$ cat src/rtl/mul_share_ctrl_pkg.sv
// Shared types and defaults for the shared-multiplier sequencing controller.
package mul_share_pkg;

    typedef enum logic [1:0] {
        IDLE  = 2'd0,
        ISSUE = 2'd1,
        WAIT  = 2'd2,
        RESP  = 2'd3
    } state_e;

    localparam int DATA_WIDTH_DEF   = 8;
    localparam int RESULT_WIDTH_DEF = 16;
    localparam int NUM_REQ_DEF      = 4;
    localparam int TIMEOUT_DEF      = 64;

    // (base + off) mod n, for base < n and off <= n.
    function automatic int wrap_add(input int base, input int off, input int n);
        int s;
        s = base + off;
        return (s >= n) ? s - n : s;
    endfunction

endpackage

$ cat src/rtl/mul_share_ctrl_if.sv
// Requester, response and multiplier handshake signals of the shared-multiplier controller.
interface mul_share_ctrl_if
    import mul_share_pkg::*;
#(
    parameter int DATA_WIDTH   = DATA_WIDTH_DEF,
    parameter int RESULT_WIDTH = RESULT_WIDTH_DEF,
    parameter int NUM_REQ      = NUM_REQ_DEF
);
    localparam int ID_W = $clog2(NUM_REQ);

    logic [NUM_REQ-1:0]            req_valid;
    logic [NUM_REQ-1:0]            req_ready;
    logic [NUM_REQ*DATA_WIDTH-1:0] req_a;
    logic [NUM_REQ*DATA_WIDTH-1:0] req_b;

    logic                    resp_valid;
    logic                    resp_ready;
    logic [ID_W-1:0]         resp_id;
    logic [RESULT_WIDTH-1:0] resp_out;
    logic                    resp_err;

    logic [DATA_WIDTH-1:0]   mul_a;
    logic [DATA_WIDTH-1:0]   mul_b;
    logic                    mul_valid;
    logic                    mul_ready;
    logic                    mul_done;
    logic [RESULT_WIDTH-1:0] mul_out;

    logic                    busy;

    modport master (
        input  req_valid, req_a, req_b, resp_ready, mul_ready, mul_done, mul_out,
        output req_ready, resp_valid, resp_id, resp_out, resp_err,
               mul_a, mul_b, mul_valid, busy
    );

    modport slave (
        output req_valid, req_a, req_b, resp_ready, mul_ready, mul_done, mul_out,
        input  req_ready, resp_valid, resp_id, resp_out, resp_err,
               mul_a, mul_b, mul_valid, busy
    );

    modport dut_hs_mp (
        input  mul_a, mul_b, mul_valid,
        output mul_ready, mul_done, mul_out
    );

endinterface

$ cat src/rtl/mul_share_ctrl_rr_arbiter.sv
// Combinational round-robin arbiter: grants the first request at or after ptr, with wrap.
module rr_arbiter
    import mul_share_pkg::*;
#(
    parameter  int NUM_REQ = NUM_REQ_DEF,
    localparam int ID_W    = $clog2(NUM_REQ)
) (
    input  logic [NUM_REQ-1:0] req,
    input  logic [ID_W-1:0]    ptr,
    output logic [NUM_REQ-1:0] grant,
    output logic [ID_W-1:0]    grant_id,
    output logic               any
);

    logic            found;
    logic [ID_W-1:0] idx;

    always_comb begin
        grant    = '0;
        grant_id = '0;
        found    = 1'b0;
        idx      = '0;
        for (int i = 0; i < NUM_REQ; i++) begin
            idx = ID_W'(wrap_add(int'(ptr), i, NUM_REQ));
            if (!found && req[idx]) begin
                found       = 1'b1;
                grant[idx]  = 1'b1;
                grant_id    = idx;
            end
        end
    end

    assign any = |req;

endmodule

$ cat src/rtl/mul_share_ctrl.sv
// Shares one multi-cycle multiplier between NUM_REQ requesters, with a watchdog on the multiplier.
//   state | meaning
//   IDLE  | waiting for a request; grant + capture operands
//   ISSUE | mul_valid high until the multiplier accepts
//   WAIT  | waiting for mul_done (or watchdog expiry)
//   RESP  | response held until resp_ready
module mul_share_ctrl
    import mul_share_pkg::*;
#(
    parameter int DATA_WIDTH   = DATA_WIDTH_DEF,
    parameter int RESULT_WIDTH = RESULT_WIDTH_DEF,
    parameter int NUM_REQ      = NUM_REQ_DEF,
    parameter int TIMEOUT      = TIMEOUT_DEF
) (
    input logic              clk,
    input logic              rst_n,
    mul_share_ctrl_if.master bus
);

    localparam int ID_W  = $clog2(NUM_REQ);
    localparam int TMR_W = $clog2(TIMEOUT);

    state_e                  state_q, state_d;
    logic [NUM_REQ-1:0]      grant;
    logic [ID_W-1:0]         grant_id;
    logic                    any_req;
    logic                    timeout;

    logic [DATA_WIDTH-1:0]   op_a [NUM_REQ];
    logic [DATA_WIDTH-1:0]   op_b [NUM_REQ];

    logic [DATA_WIDTH-1:0]   mul_a_q, mul_a_d;
    logic [DATA_WIDTH-1:0]   mul_b_q, mul_b_d;
    logic                    mul_valid_q, mul_valid_d;
    logic [ID_W-1:0]         id_q, id_d;
    logic [ID_W-1:0]         rr_ptr_q, rr_ptr_d;
    logic [TMR_W-1:0]        timer_q, timer_d;
    logic                    resp_valid_q, resp_valid_d;
    logic [ID_W-1:0]         resp_id_q, resp_id_d;
    logic [RESULT_WIDTH-1:0] resp_out_q, resp_out_d;
    logic                    resp_err_q, resp_err_d;

    for (genvar i = 0; i < NUM_REQ; i++) begin : g_unpack
        assign op_a[i] = bus.req_a[i*DATA_WIDTH +: DATA_WIDTH];
        assign op_b[i] = bus.req_b[i*DATA_WIDTH +: DATA_WIDTH];
    end

    rr_arbiter #(.NUM_REQ(NUM_REQ)) u_arb (
        .req      (bus.req_valid),
        .ptr      (rr_ptr_q),
        .grant    (grant),
        .grant_id (grant_id),
        .any      (any_req)
    );

    assign timeout = (timer_q == TMR_W'(TIMEOUT - 1));

    always_ff @(posedge clk or negedge rst_n) begin
        if (!rst_n) state_q <= IDLE;
        else        state_q <= state_d;
    end

    always_comb begin
        state_d = state_q;
        case (state_q)
            IDLE:    if (any_req) state_d = ISSUE;
            ISSUE:   if (timeout) state_d = RESP;
                     else if (mul_valid_q && bus.mul_ready) state_d = WAIT;
            WAIT:    if (bus.mul_done || timeout) state_d = RESP;
            RESP:    if (bus.resp_ready) state_d = IDLE;
            default: state_d = IDLE;
        endcase
    end

    always_comb begin
        mul_a_d      = mul_a_q;
        mul_b_d      = mul_b_q;
        mul_valid_d  = mul_valid_q;
        id_d         = id_q;
        rr_ptr_d     = rr_ptr_q;
        timer_d      = timer_q;
        resp_valid_d = resp_valid_q;
        resp_id_d    = resp_id_q;
        resp_out_d   = resp_out_q;
        resp_err_d   = resp_err_q;
        case (state_q)
            IDLE: begin
                if (any_req) begin
                    mul_a_d     = op_a[grant_id];
                    mul_b_d     = op_b[grant_id];
                    id_d        = grant_id;
                    timer_d     = '0;
                    mul_valid_d = 1'b1;
                end
            end
            ISSUE, WAIT: begin
                timer_d = timer_q + TMR_W'(1);
                // A done pulse in the same cycle as expiry still returns the real product.
                if (state_q == WAIT && bus.mul_done) begin
                    resp_valid_d = 1'b1;
                    resp_id_d    = id_q;
                    resp_out_d   = bus.mul_out;
                    resp_err_d   = 1'b0;
                end else if (timeout) begin
                    mul_valid_d  = 1'b0;
                    resp_valid_d = 1'b1;
                    resp_id_d    = id_q;
                    resp_out_d   = '0;
                    resp_err_d   = 1'b1;
                end else if (state_q == ISSUE && bus.mul_ready) begin
                    mul_valid_d = 1'b0;
                end
            end
            RESP: begin
                if (bus.resp_ready) begin
                    resp_valid_d = 1'b0;
                    rr_ptr_d     = ID_W'(wrap_add(int'(id_q), 1, NUM_REQ));
                end
            end
            default: ;
        endcase
    end

    always_ff @(posedge clk or negedge rst_n) begin
        if (!rst_n) begin
            mul_a_q      <= '0;
            mul_b_q      <= '0;
            mul_valid_q  <= 1'b0;
            id_q         <= '0;
            rr_ptr_q     <= '0;
            timer_q      <= '0;
            resp_valid_q <= 1'b0;
            resp_id_q    <= '0;
            resp_out_q   <= '0;
            resp_err_q   <= 1'b0;
        end else begin
            mul_a_q      <= mul_a_d;
            mul_b_q      <= mul_b_d;
            mul_valid_q  <= mul_valid_d;
            id_q         <= id_d;
            rr_ptr_q     <= rr_ptr_d;
            timer_q      <= timer_d;
            resp_valid_q <= resp_valid_d;
            resp_id_q    <= resp_id_d;
            resp_out_q   <= resp_out_d;
            resp_err_q   <= resp_err_d;
        end
    end

    assign bus.req_ready  = (state_q == IDLE) ? grant : '0;
    assign bus.busy       = (state_q != IDLE);
    assign bus.mul_a      = mul_a_q;
    assign bus.mul_b      = mul_b_q;
    assign bus.mul_valid  = mul_valid_q;
    assign bus.resp_valid = resp_valid_q;
    assign bus.resp_id    = resp_id_q;
    assign bus.resp_out   = resp_out_q;
    assign bus.resp_err   = resp_err_q;

endmodule

$ cat src/flat_wrapper.sv
// flat-port wrapper written by rule: the top's interface ports become plain ports
module mul_share_ctrl_flat import mul_share_pkg::*;
#(
    parameter int DATA_WIDTH   = DATA_WIDTH_DEF,
    parameter int RESULT_WIDTH = RESULT_WIDTH_DEF,
    parameter int NUM_REQ      = NUM_REQ_DEF,
    parameter int TIMEOUT      = TIMEOUT_DEF
)
  (clk, rst_n, bus_req_valid, bus_req_a, bus_req_b, bus_resp_ready, bus_mul_ready, bus_mul_done, bus_mul_out, bus_req_ready, bus_resp_valid, bus_resp_id, bus_resp_out, bus_resp_err, bus_mul_a, bus_mul_b, bus_mul_valid, bus_busy);
  mul_share_ctrl_if #(.DATA_WIDTH(DATA_WIDTH), .RESULT_WIDTH(RESULT_WIDTH), .NUM_REQ(NUM_REQ)) bus_i ();
  input logic clk;
  input logic rst_n;
  input wire logic [$bits(bus_i.req_valid)-1:0] bus_req_valid;
  input wire logic [$bits(bus_i.req_a)-1:0] bus_req_a;
  input wire logic [$bits(bus_i.req_b)-1:0] bus_req_b;
  input wire logic [$bits(bus_i.resp_ready)-1:0] bus_resp_ready;
  input wire logic [$bits(bus_i.mul_ready)-1:0] bus_mul_ready;
  input wire logic [$bits(bus_i.mul_done)-1:0] bus_mul_done;
  input wire logic [$bits(bus_i.mul_out)-1:0] bus_mul_out;
  output wire logic [$bits(bus_i.req_ready)-1:0] bus_req_ready;
  output wire logic [$bits(bus_i.resp_valid)-1:0] bus_resp_valid;
  output wire logic [$bits(bus_i.resp_id)-1:0] bus_resp_id;
  output wire logic [$bits(bus_i.resp_out)-1:0] bus_resp_out;
  output wire logic [$bits(bus_i.resp_err)-1:0] bus_resp_err;
  output wire logic [$bits(bus_i.mul_a)-1:0] bus_mul_a;
  output wire logic [$bits(bus_i.mul_b)-1:0] bus_mul_b;
  output wire logic [$bits(bus_i.mul_valid)-1:0] bus_mul_valid;
  output wire logic [$bits(bus_i.busy)-1:0] bus_busy;
  assign bus_i.req_valid = bus_req_valid;
  assign bus_i.req_a = bus_req_a;
  assign bus_i.req_b = bus_req_b;
  assign bus_i.resp_ready = bus_resp_ready;
  assign bus_i.mul_ready = bus_mul_ready;
  assign bus_i.mul_done = bus_mul_done;
  assign bus_i.mul_out = bus_mul_out;
  assign bus_req_ready = bus_i.req_ready;
  assign bus_resp_valid = bus_i.resp_valid;
  assign bus_resp_id = bus_i.resp_id;
  assign bus_resp_out = bus_i.resp_out;
  assign bus_resp_err = bus_i.resp_err;
  assign bus_mul_a = bus_i.mul_a;
  assign bus_mul_b = bus_i.mul_b;
  assign bus_mul_valid = bus_i.mul_valid;
  assign bus_busy = bus_i.busy;
  mul_share_ctrl #(.DATA_WIDTH(DATA_WIDTH), .RESULT_WIDTH(RESULT_WIDTH), .NUM_REQ(NUM_REQ), .TIMEOUT(TIMEOUT)) u_core (.clk(clk), .rst_n(rst_n), .bus(bus_i));
endmodule
$ cat config.mk
export PLATFORM = sky130hd
export DESIGN_NAME = mul_share_ctrl_flat
export DESIGN_NICKNAME = d
export VERILOG_FILES = /design/src/rtl/mul_share_ctrl_pkg.sv /design/src/rtl/mul_share_ctrl_if.sv /design/src/rtl/mul_share_ctrl_rr_arbiter.sv /design/src/rtl/mul_share_ctrl.sv /design/src/flat_wrapper.sv
export SDC_FILE = /design/constraint.sdc
export NUM_CORES = 1
export LEC_CHECK = 0
export ABC_AREA = 1
export CAP_MARGIN = 20
export CELL_PAD_IN_SITES_DETAIL_PLACEMENT = 1
export CELL_PAD_IN_SITES_GLOBAL_PLACEMENT = 1
export CORE_ASPECT_RATIO = 0.6
export CORE_MARGIN = 2
export CORE_UTILIZATION = 31
export CTS_CLUSTER_DIAMETER = 120
export CTS_CLUSTER_SIZE = 12
export DETAILED_ROUTE_END_ITERATION = 12
export PLACE_DENSITY_LB_ADDON = 0.25
export SYNTH_ARGS = -nofsm -noshare
export SYNTH_HDL_FRONTEND = slang
export SYNTH_SLANG_ARGS = --single-unit
$ cat constraint.sdc
create_clock -name clk -period 2.7 [get_ports clk]
set_clock_uncertainty 0.05 [all_clocks]
set_input_delay 0.405 -clock clk [delete_from_list [all_inputs] [get_ports clk]]
set_output_delay 0.405 -clock clk [all_outputs]
set_load 0.01 [all_outputs]
Word-level counts from Yosys, hierarchy flattened
Index checks and enable logic that the tools add are counted.
- register bits after elaboration: 49
- input port bits: 89
- word-level logic and storage cells: 139
- order comparisons: 14
- mux-type cells: 61
- $add $sub $neg: 10
- bitwise operators: 4
- eq/ne operators: 11
- reduce and logical (&&, ||, !) cells: 28
- operator list (operator ; count):
    binary-select mux 8 bit (select 2 bit) ; 2
    2-to-1 mux 16 bit ; 2
    2-to-1 mux 2 bit ; 16
    2-to-1 mux 8 bit ; 4
    2-to-1 mux 4 bit ; 5
    2-to-1 mux 1 bit ; 19
    greater-or-equal comparator 3 bit, second input constant ; 5
    less-than comparator 2 x 3 -> 1 bit, second input constant ; 4
    bitwise OR 4 bit ; 3
    one-hot mux 6 bit (2 select lines) ; 1
    logical AND 1 bit ; 10
    subtractor 2 x 1 -> 2 bit, second input constant ; 5
    != test 3 x 1 -> 1 bit, second input constant ; 3
    binary-select mux 1 bit (select 2 bit) ; 4
    demux 1 bit (select 2 bit) ; 4
    greater-or-equal comparator 2 x 1 -> 1 bit, second input constant ; 4
    one-hot mux 2 bit (4 select lines) ; 1
    AND reduction 2 bit ; 4
    AND reduction 4 bit ; 2
    nonzero test 2 bit ; 4
    adder 2 x 1 -> 3 bit, second input constant ; 2
    adder 2 x 2 -> 3 bit, second input constant ; 2
    adder 6 x 1 -> 6 bit, second input constant ; 1
    == test 6 bit, second input constant ; 1
    other kinds (14) ; 20

Logic depth before layout (Yosys ltp)
Gate-level depths: netlist of run 1.
- word-level depth: 18
- mapped depth: 17
- mapped depth without buffers: 15

Hierarchy
From an unflattened synthesis of run 1, not the netlist that was laid out.
- cell total of the unflattened synthesis: 417
- area, all modules: 3216.8 um^2
- by module, submodules not included (module ; cells each ; area each (um^2) ; seq. area each (um^2) ; times used):
    mul_share_ctrl ; 334 ; 2682.6 ; 1226.2 ; 1
    rr_arbiter ; 83 ; 534.3 ; 0.0 ; 1

Least setup slack after synthesis of run 1
No wires, ideal clock.
- kind: reg2out
- start: register u_core.rr_ptr_q[0]
- end: output port bus_req_ready[3]
- setup slack: 0.300 ns
- required time: 2.245 ns
- arrival: 1.945 ns
- cell stages (with the launch flop): 14
- cell sequence: dfrtp_1 -> buf_6 -> inv_6 -> ha_1 -> inv_1 -> nand3_2 -> nand2_4 -> inv_2 -> nor2_8 -> nand2_2 -> inv_1 -> nand3_1 -> a31o_2 -> inv_1
- cells in the longest elaborated chain, start to end: 15
- elaborated cells between the ends (all ways): 60
- those cells by class: add/sub: 7; order compare: 12; mux: 28; bitwise: 3; reduce/logical: 10
- ends and longest elaborated chain (element ; RTL line ; source):
    start, declared ; mul_share_ctrl.sv:36 ; logic [ID_W-1:0] rr_ptr_q, rr_ptr_d;
    start signal, assigned ; mul_share_ctrl.sv:141 ; rr_ptr_q <= rr_ptr_d;
    branches (longest 13 deep; another with adder 2 x 1 -> 3 bit) ; - ;
    2-to-1 mux 4 bit (*) ; mul_share_ctrl_rr_arbiter.sv:25 ; if (!found && req[idx]) begin
    2-to-1 mux 4 bit (*) ; mul_share_ctrl.sv:150 ; assign bus.req_ready = (state_q == IDLE) ? grant : '0;
    end, declared ; flat_wrapper.sv:20 ; output wire logic [$bits(bus_i.req_ready)-1:0] bus_req_ready;
Every way passes the cells marked *. The select of a mux whose other input is x is not followed.

Worst setup path after layout of run 1
- start: register u_core.rr_ptr_q[0]
- end: output port bus_req_ready[2]
Same word-level chain as after synthesis.

==> impl_metrics.ini, run 1 <==
[logic_synthesis]
mappedNetlistArea_sq_um = 3390
synth.top_cells.by_count = nand2_1 (143), inv_1 (87), nand3_1 (83)
ys.flop_type = dfrtp_1
post_synth.cell_area_avg_sq_um = 7.03
synthesized_flop_and_latch_total = 49
most_area_hungry_cell_type_in_the_yosys_netlist = dfrtp_1
post-synth-top-count-cell = nand2_1
synth_largest_type_area_fraction = 0.362
synth.yosys.warnings = 0
mappedNetlistNets = 584
synth_enable_flop_cells = 0
postSynthCellCount = 482
share_of_synthesized_area_occupied_by_flip_flops_and_latches = 0.362
synth_area_leaders = dfrtp_1 (36%), nand2_1 (16%), nand3_1 (12%)
synth.lib_cells_used.distinct = 35
asyncSetResetFlopFracSynth = 1.00

[clock_tree]
cts.htree.levels = 2
cts-root-buf = clkbuf_16
clock_transition_at_the_registers_of_the_reported_paths_ns = 0.07
cts_made_buffers = 5
worst_skew_pair.late_latency_ns = 0.29
cts-hold-fix-buffers = 0
clock_tree.buffer_depth = 2
numClockSinks = 49
tritoncts = built

[worst_setup_path]
crit_path_cell_trace = inv_6 -> ha_4 -> inv_1 -> nand3_2 -> nand2_4 -> inv_2 -> nor2_8 -> buf_4 -> nand3_1 -> nand3_1 -> nand2_1 -> inv_1 -> dlygate4sd2_1
startpoint_type = flip-flop
data_arrival_critical_path_ns = 2.12
cp_slowest_cell = dfrtp_2
cp.required_ns = 2.25
timing.critical_path.slowest_cell_delay_ns = 0.44
r2r_start = u_core.rr_ptr_q[0]
worst-setup-path-type = flip-flop to output port
cp_max_fo = 6
timing.critical_path.to_type = output port
reg2reg_depth = 16
cp-startpoint = u_core.rr_ptr_q[0]

[pwr]
power_mw = 6.90
ir_drop_worst_vdd_mv = 0.609
power_density_nw_per_um2 = 1330
power.leakage_nw = 2.74

[floorplanning]
pin_count = 131
width_of_the_chip_microns = 139
die-area_sq_um = 11800
initial_utilization = 0.320
placementRows = 29
die_h_microns = 85.0
placeableCoreArea_sq_um = 10600

[finish]
antenna_diode_instance_count = 0
syn2layout_area_growth_pct = 53.5
register_area_sq_um = 1230
instances_no_fill = 775
fraction_of_final_layout_cells_sized_beyond_drive_strength_1 = 0.112
fillers = 1328
multi_input_area_sq_um = 1720
num-nets-final = 737

[global_route]
largest_net_degree_at_the_start_of_global_routing = 43
grt_antenna_before_repair = 0
global_route.overflow_total = 0
global_router_s_overall_resource_usage = 0.199
first_global_vias = 4081
grt_first_pass_wirelength_mm = 19.4

[run]
maxCapViolations = 0

[sta]
finalSetupViolations = 0
timing.final.hold_violations = 0
grt_setup_unrepaired = no
slew_of_the_pin_with_the_lowest_slew_margin_ns = 0.988
hold-worst-slack_ns = 0.227
clock.fmax_mhz = 388
timing_max_transition_violations_final = 0
final_min_period_over_clock_period = 0.955
time_the_worst_path_needs_with_i_o_delays_and_setup_ns = 2.58
timing.final.ws_setup_ns = 0.122
slew_headroom = 0.341

[placed_design]
numPlacedInstances = 764
io_buffers = 130
detailedPlace.worstSlack_ns = -0.207
hpwl_mm = 9.07
globalplace.congestion = 0.924

[hold_path]
worstHoldPathType = input port to async pin

[detailed_routing]
detailedRoute.firstIterationViolations = 138
post_dr_wirelength_cell_microns = 14.9
antenna_left = 0
route.vias.total = 3699
drcViolationCount = 0
avgViaCountPerCell = 4.77
final_wl_mm = 11.5
drt_pass1_iterations = 4

[status]
status = complete, no violations
cell usage in the layout (no fill, tap or decap), types with 2 or more instances in the layout:
master           synthesis  routed
a21oi_1                  6       6
a22o_1                  16      16
a22oi_1                  3       3
a31oi_1                  2       2
buf_4                    3      30
buf_6                    3       2
clkbuf_16                0       5
clkbuf_2                 0       2
clkdlybuf4s50_1          0     123
dfrtp_1                 49      48
dlygate4sd2_1            0       2
dlymetal6s2s_1           0       2
ha_1                    13      12
inv_1                   87      85
inv_2                    3       5
nand2_1                143     143
nand2_2                  6       6
nand2_4                  5       5
nand3_1                 83      83
nand3_2                  2       2
nand4_1                  4       4
nor2_1                  15      15
nor2_4                   2       2
nor3_1                   3       3
o21ai_0                 10      10
final timing paths:
check	to	slack (ns)
max in group asynchronous	u_core.bus.mul_b[5]	1.67
setup reg to reg	u_core.bus.mul_b[6]	0.28
hold reg to reg	u_core.bus.mul_b[5]	0.44
min in group clk	u_core.bus.mul_b[5]	0.44
setup / recovery	bus_req_ready[2]	0.12
hold / removal	u_core.state_q[1]	0.23
cell type report:
class,count,share of cell area
multi-input combinational,324,0.331
timing repair buffer,163,0.299
sequential,49,0.236
inverter,92,0.0673
tap,139,0.0334
clock buffer,5,0.0240
clock inverter,3,0.00962
per-stage QoR:
step | instance area (sq um) | TNS (ns) | util
finish | 5200 | 0 | 0.491
global route | 5200 | 0 | 0.491
CTS | 5180 | -0.00387 | 0.489
detailed placement | 4990 | -0.639 | 0.471
global placement | 4990 | -0.352 | 0.471
floorplan | 3390 | 0 | -
sequential cells by signal (all words and copies together) (netlist names), 2 cells and up:
register	cells
u_core.bus.resp_out	16
u_core.bus.mul_a	8
u_core.bus.mul_b	8
u_core.timer_q	6
u_core.bus.resp_id	2
u_core.id_q	2
u_core.rr_ptr_q	2
u_core.state_q	2
timing repair:
item / CTS / global route
gates resized for setup: 6 / 10
pin swaps: 0 / 1
endpoints found under the hold margin: 0 / 0
setup buffers: 0 / 3
endpoints found under the setup margin: 4 / 4
cell families (layout without fill, tap and decap cells):
logic type | Yosys count | after routing | share of synthesized area
compound gates | 42 | 42 | 0.0860
xor+xnor | 1 | 1 | 0.00258
fa+ha+maj | 13 | 13 | 0.0480
buf+inv | 109 | 263 | 0.134
flops | 49 | 49 | 0.362
simple gates | 268 | 268 | 0.368
metal layers:
metal | global-route usage | part of all wire | up-vias
li1 | - | - | 1822
met1 | 0.260 | 0.47 | 1783
met2 | 0.347 | 0.48 | 84
met3 | 0.0406 | 0.041 | 10
met4 | 0.0386 | 0.0088 | 0
met5 | 0 | 0 | -
critical path, delay by kind of cell, from the launching register on:
| family | cells | cell delay (ns) |
|---|---|---|
| buffers and inverters | 6 | 0.66 |
| adder cells (fa/ha/maj) | 1 | 0.21 |
| flip-flops | 1 | 0.44 |
| AND/OR/NAND/NOR | 6 | 0.52 |
where the power goes:
| part | internal, mW | switching (mW) |
|---|---|---|
| registers | 1.09 | 0.240 |
| logic | 2.04 | 2.78 |
| clock network | 0.446 | 0.301 |
No activity file was read; power rests on OpenSTA's default activity.
==> run 2, diff against run 1 <==
Settings changed: CTS_CLUSTER_DIAMETER 120 to 30.
==> results of run 2 <==
No change in the layout: final DEF, timing and power equal those of run 1.
==> run 3, diff against run 2 <==
Settings changed: RECOVER_POWER set to 100.
==> impl_metrics.ini, run 3 (synthesis results as in run 1) <==
[detailed_routing]
drt_pass1_iterations = 4
routed-wl-met2_mm = 5.60
route.vias.total = 3697
route.layer.met1.wl_mm = 5.39
topRoutingLayerUsed = met4
post_dr_wirelength_cell_microns = 14.9
antenna_left = 0
wl_met3_microns = 450
drcViolationCount = 0
final_wl_mm = 11.5
detailedRoute.firstIterationViolations = 127
avgViaCountPerCell = 4.77

[clock_tree]
cts-hold-fix-buffers = 0
worst_skew_pair.late_latency_ns = 0.29
clock_transition_at_the_registers_of_the_reported_paths_ns = 0.07
tritoncts = built
cts_made_buffers = 5
numClockSinks = 49
cts-root-buf = clkbuf_16
cts.htree.levels = 2
clock_tree.buffer_depth = 2

[worst_setup_path]
startpoint_type = flip-flop
cp_slowest_cell = dfrtp_2
cp_num_buf_inv = 6
worst-setup-path-type = flip-flop to output port
r2r_start = u_core.rr_ptr_q[0]
crit_path_cell_trace = inv_6 -> ha_4 -> inv_1 -> nand3_2 -> nand2_4 -> inv_2 -> nor2_8 -> buf_4 -> nand3_1 -> nand3_1 -> nand2_1 -> inv_1 -> dlygate4sd2_1
setup.reg_to_reg.worst_slack_ns = 0.17
timing.critical_path.slowest_cell_delay_ns = 0.44
reg2reg_depth = 16
critical-path-top-delay-family = buffers and inverters
cp_max_fo = 6
endpoint_of_the_worst_slack_reg_to_reg_timing_path = u_core.bus.mul_b[1]
cp-startpoint = u_core.rr_ptr_q[0]
data_arrival_critical_path_ns = 2.12
timing.critical_path.to_type = output port
cp.required_ns = 2.25

[finish]
antenna_diode_instance_count = 0
syn2layout_area_growth_pct = 52.5
fillers = 1336
largest_reg_flops = 16
postLayoutCoreUtil = 0.488
layout.cells.most_common_list = nand2_1 (143), inv_1 (85), clkdlybuf4s50_1 (85)
num-nets-final = 737
mostFrequentLayoutCell = nand2_1
fraction_of_final_layout_cells_sized_beyond_drive_strength_1 = 0.0959

[sta]
timing_max_transition_violations_final = 0
timing.final.hold_violations = 0
final_min_period_over_clock_period = 0.955
timing.setup.tns_ns = 0
slew_of_the_pin_with_the_lowest_slew_margin_ns = 1.10
slew_headroom = 0.269
finalSetupViolations = 0
grt_setup_unrepaired = no
time_the_worst_path_needs_with_i_o_delays_and_setup_ns = 2.58
clock.fmax_mhz = 388
hold-worst-slack_ns = 0.263

[global_route]
largest_net_degree_at_the_start_of_global_routing = 43
first_global_vias = 4081
grt_antenna_before_repair = 0
global_router_s_overall_resource_usage = 0.199
grt_first_pass_wirelength_mm = 19.4
global_route.overflow_total = 0

[hold_path]
worstHoldPathType = input port to async pin

[placed_design]
globalplace.congestion = 0.924
hpwl_mm = 9.07
io_buffers = 130

[run]
maxCapViolations = 0

[floorplanning]
placementRows = 29
die-area_sq_um = 11800
pin_count = 131
die_h_microns = 85.0
initial_utilization = 0.320
placeableCoreArea_sq_um = 10600
width_of_the_chip_microns = 139

[pwr]
power.leakage_nw = 2.75
ir_drop_worst_vdd_mv = 0.591
power_density_nw_per_um2 = 1310

[status]
status = complete, no violations
run 3: report_power, final:
group	internal [mW]	total [mW]	leakage, nW	switching [mW]
sequential	1.09	1.32	0.609	0.226
clock	0.446	0.748	0.0859	0.302
combinational	1.91	4.69	2.05	2.78
run 3: final cells by class:
cell class / count / area (sq um) / share of cell area
clock buffers: 5 / 125 / 0.0242
clock inverters: 3 / 50.0 / 0.00968
inverters: 92 / 350 / 0.0677
multi-input cells: 324 / 1720 / 0.333
flip-flops and latches: 49 / 1230 / 0.237
well taps: 139 / 174 / 0.0336
repair buffers: 163 / 1520 / 0.295
run 3: worst reg2reg max path, delay by kind of cell, from the launching register on:
family / cells / cell delay (ns)
flops: 1 / 0.41
buf+inv: 6 / 0.93
simple gates: 9 / 0.77
fa+ha+maj: 1 / 0.27
run 3: layer usage:
layer	vias to the layer above	global-route usage
met5	-	0
met4	0	0.0386
met3	10	0.0406
met2	77	0.347
met1	1789	0.260
li1	1821	-
run 3: worst max path at each step:
stage                                  end  slack (ns)  cells after the start
final                     bus_req_ready[1]        0.12                     13
after global routing      bus_req_ready[2]        0.01                     13
after CTS                 bus_req_ready[3]      -0.004                     13
after detailed placement  bus_req_ready[3]       -0.21                     12
after global placement    bus_req_ready[3]       -0.15                     12
after floorplan           bus_req_ready[3]        0.30                     13
run 3: timing repair:
| item | 4_1_cts | 5_1_grt |
|---|---|---|
| hold endpoints to repair | 0 | 0 |
| pin swaps | 0 | 1 |
| gates resized for setup | 6 | 10 |
| setup endpoints to repair | 4 | 4 |
| setup buffers | 0 | 3 |
run 3: per-stage QoR:
stage | total power, mW | cell area, sq um | worst slack (ns) | std cells
2_1_floorplan | 4.29 | 3390 | 0.300 | 482
3_3_place_gp | 5.91 | 4990 | -0.153 | 764
3_5_place_dp | 6.08 | 4990 | -0.207 | 764
4_1_cts | 6.89 | 5180 | -0.00387 | 772
5_1_grt | 7.39 | 5170 | 0.0123 | 775
6_report | 6.76 | 5170 | 0.122 | 775
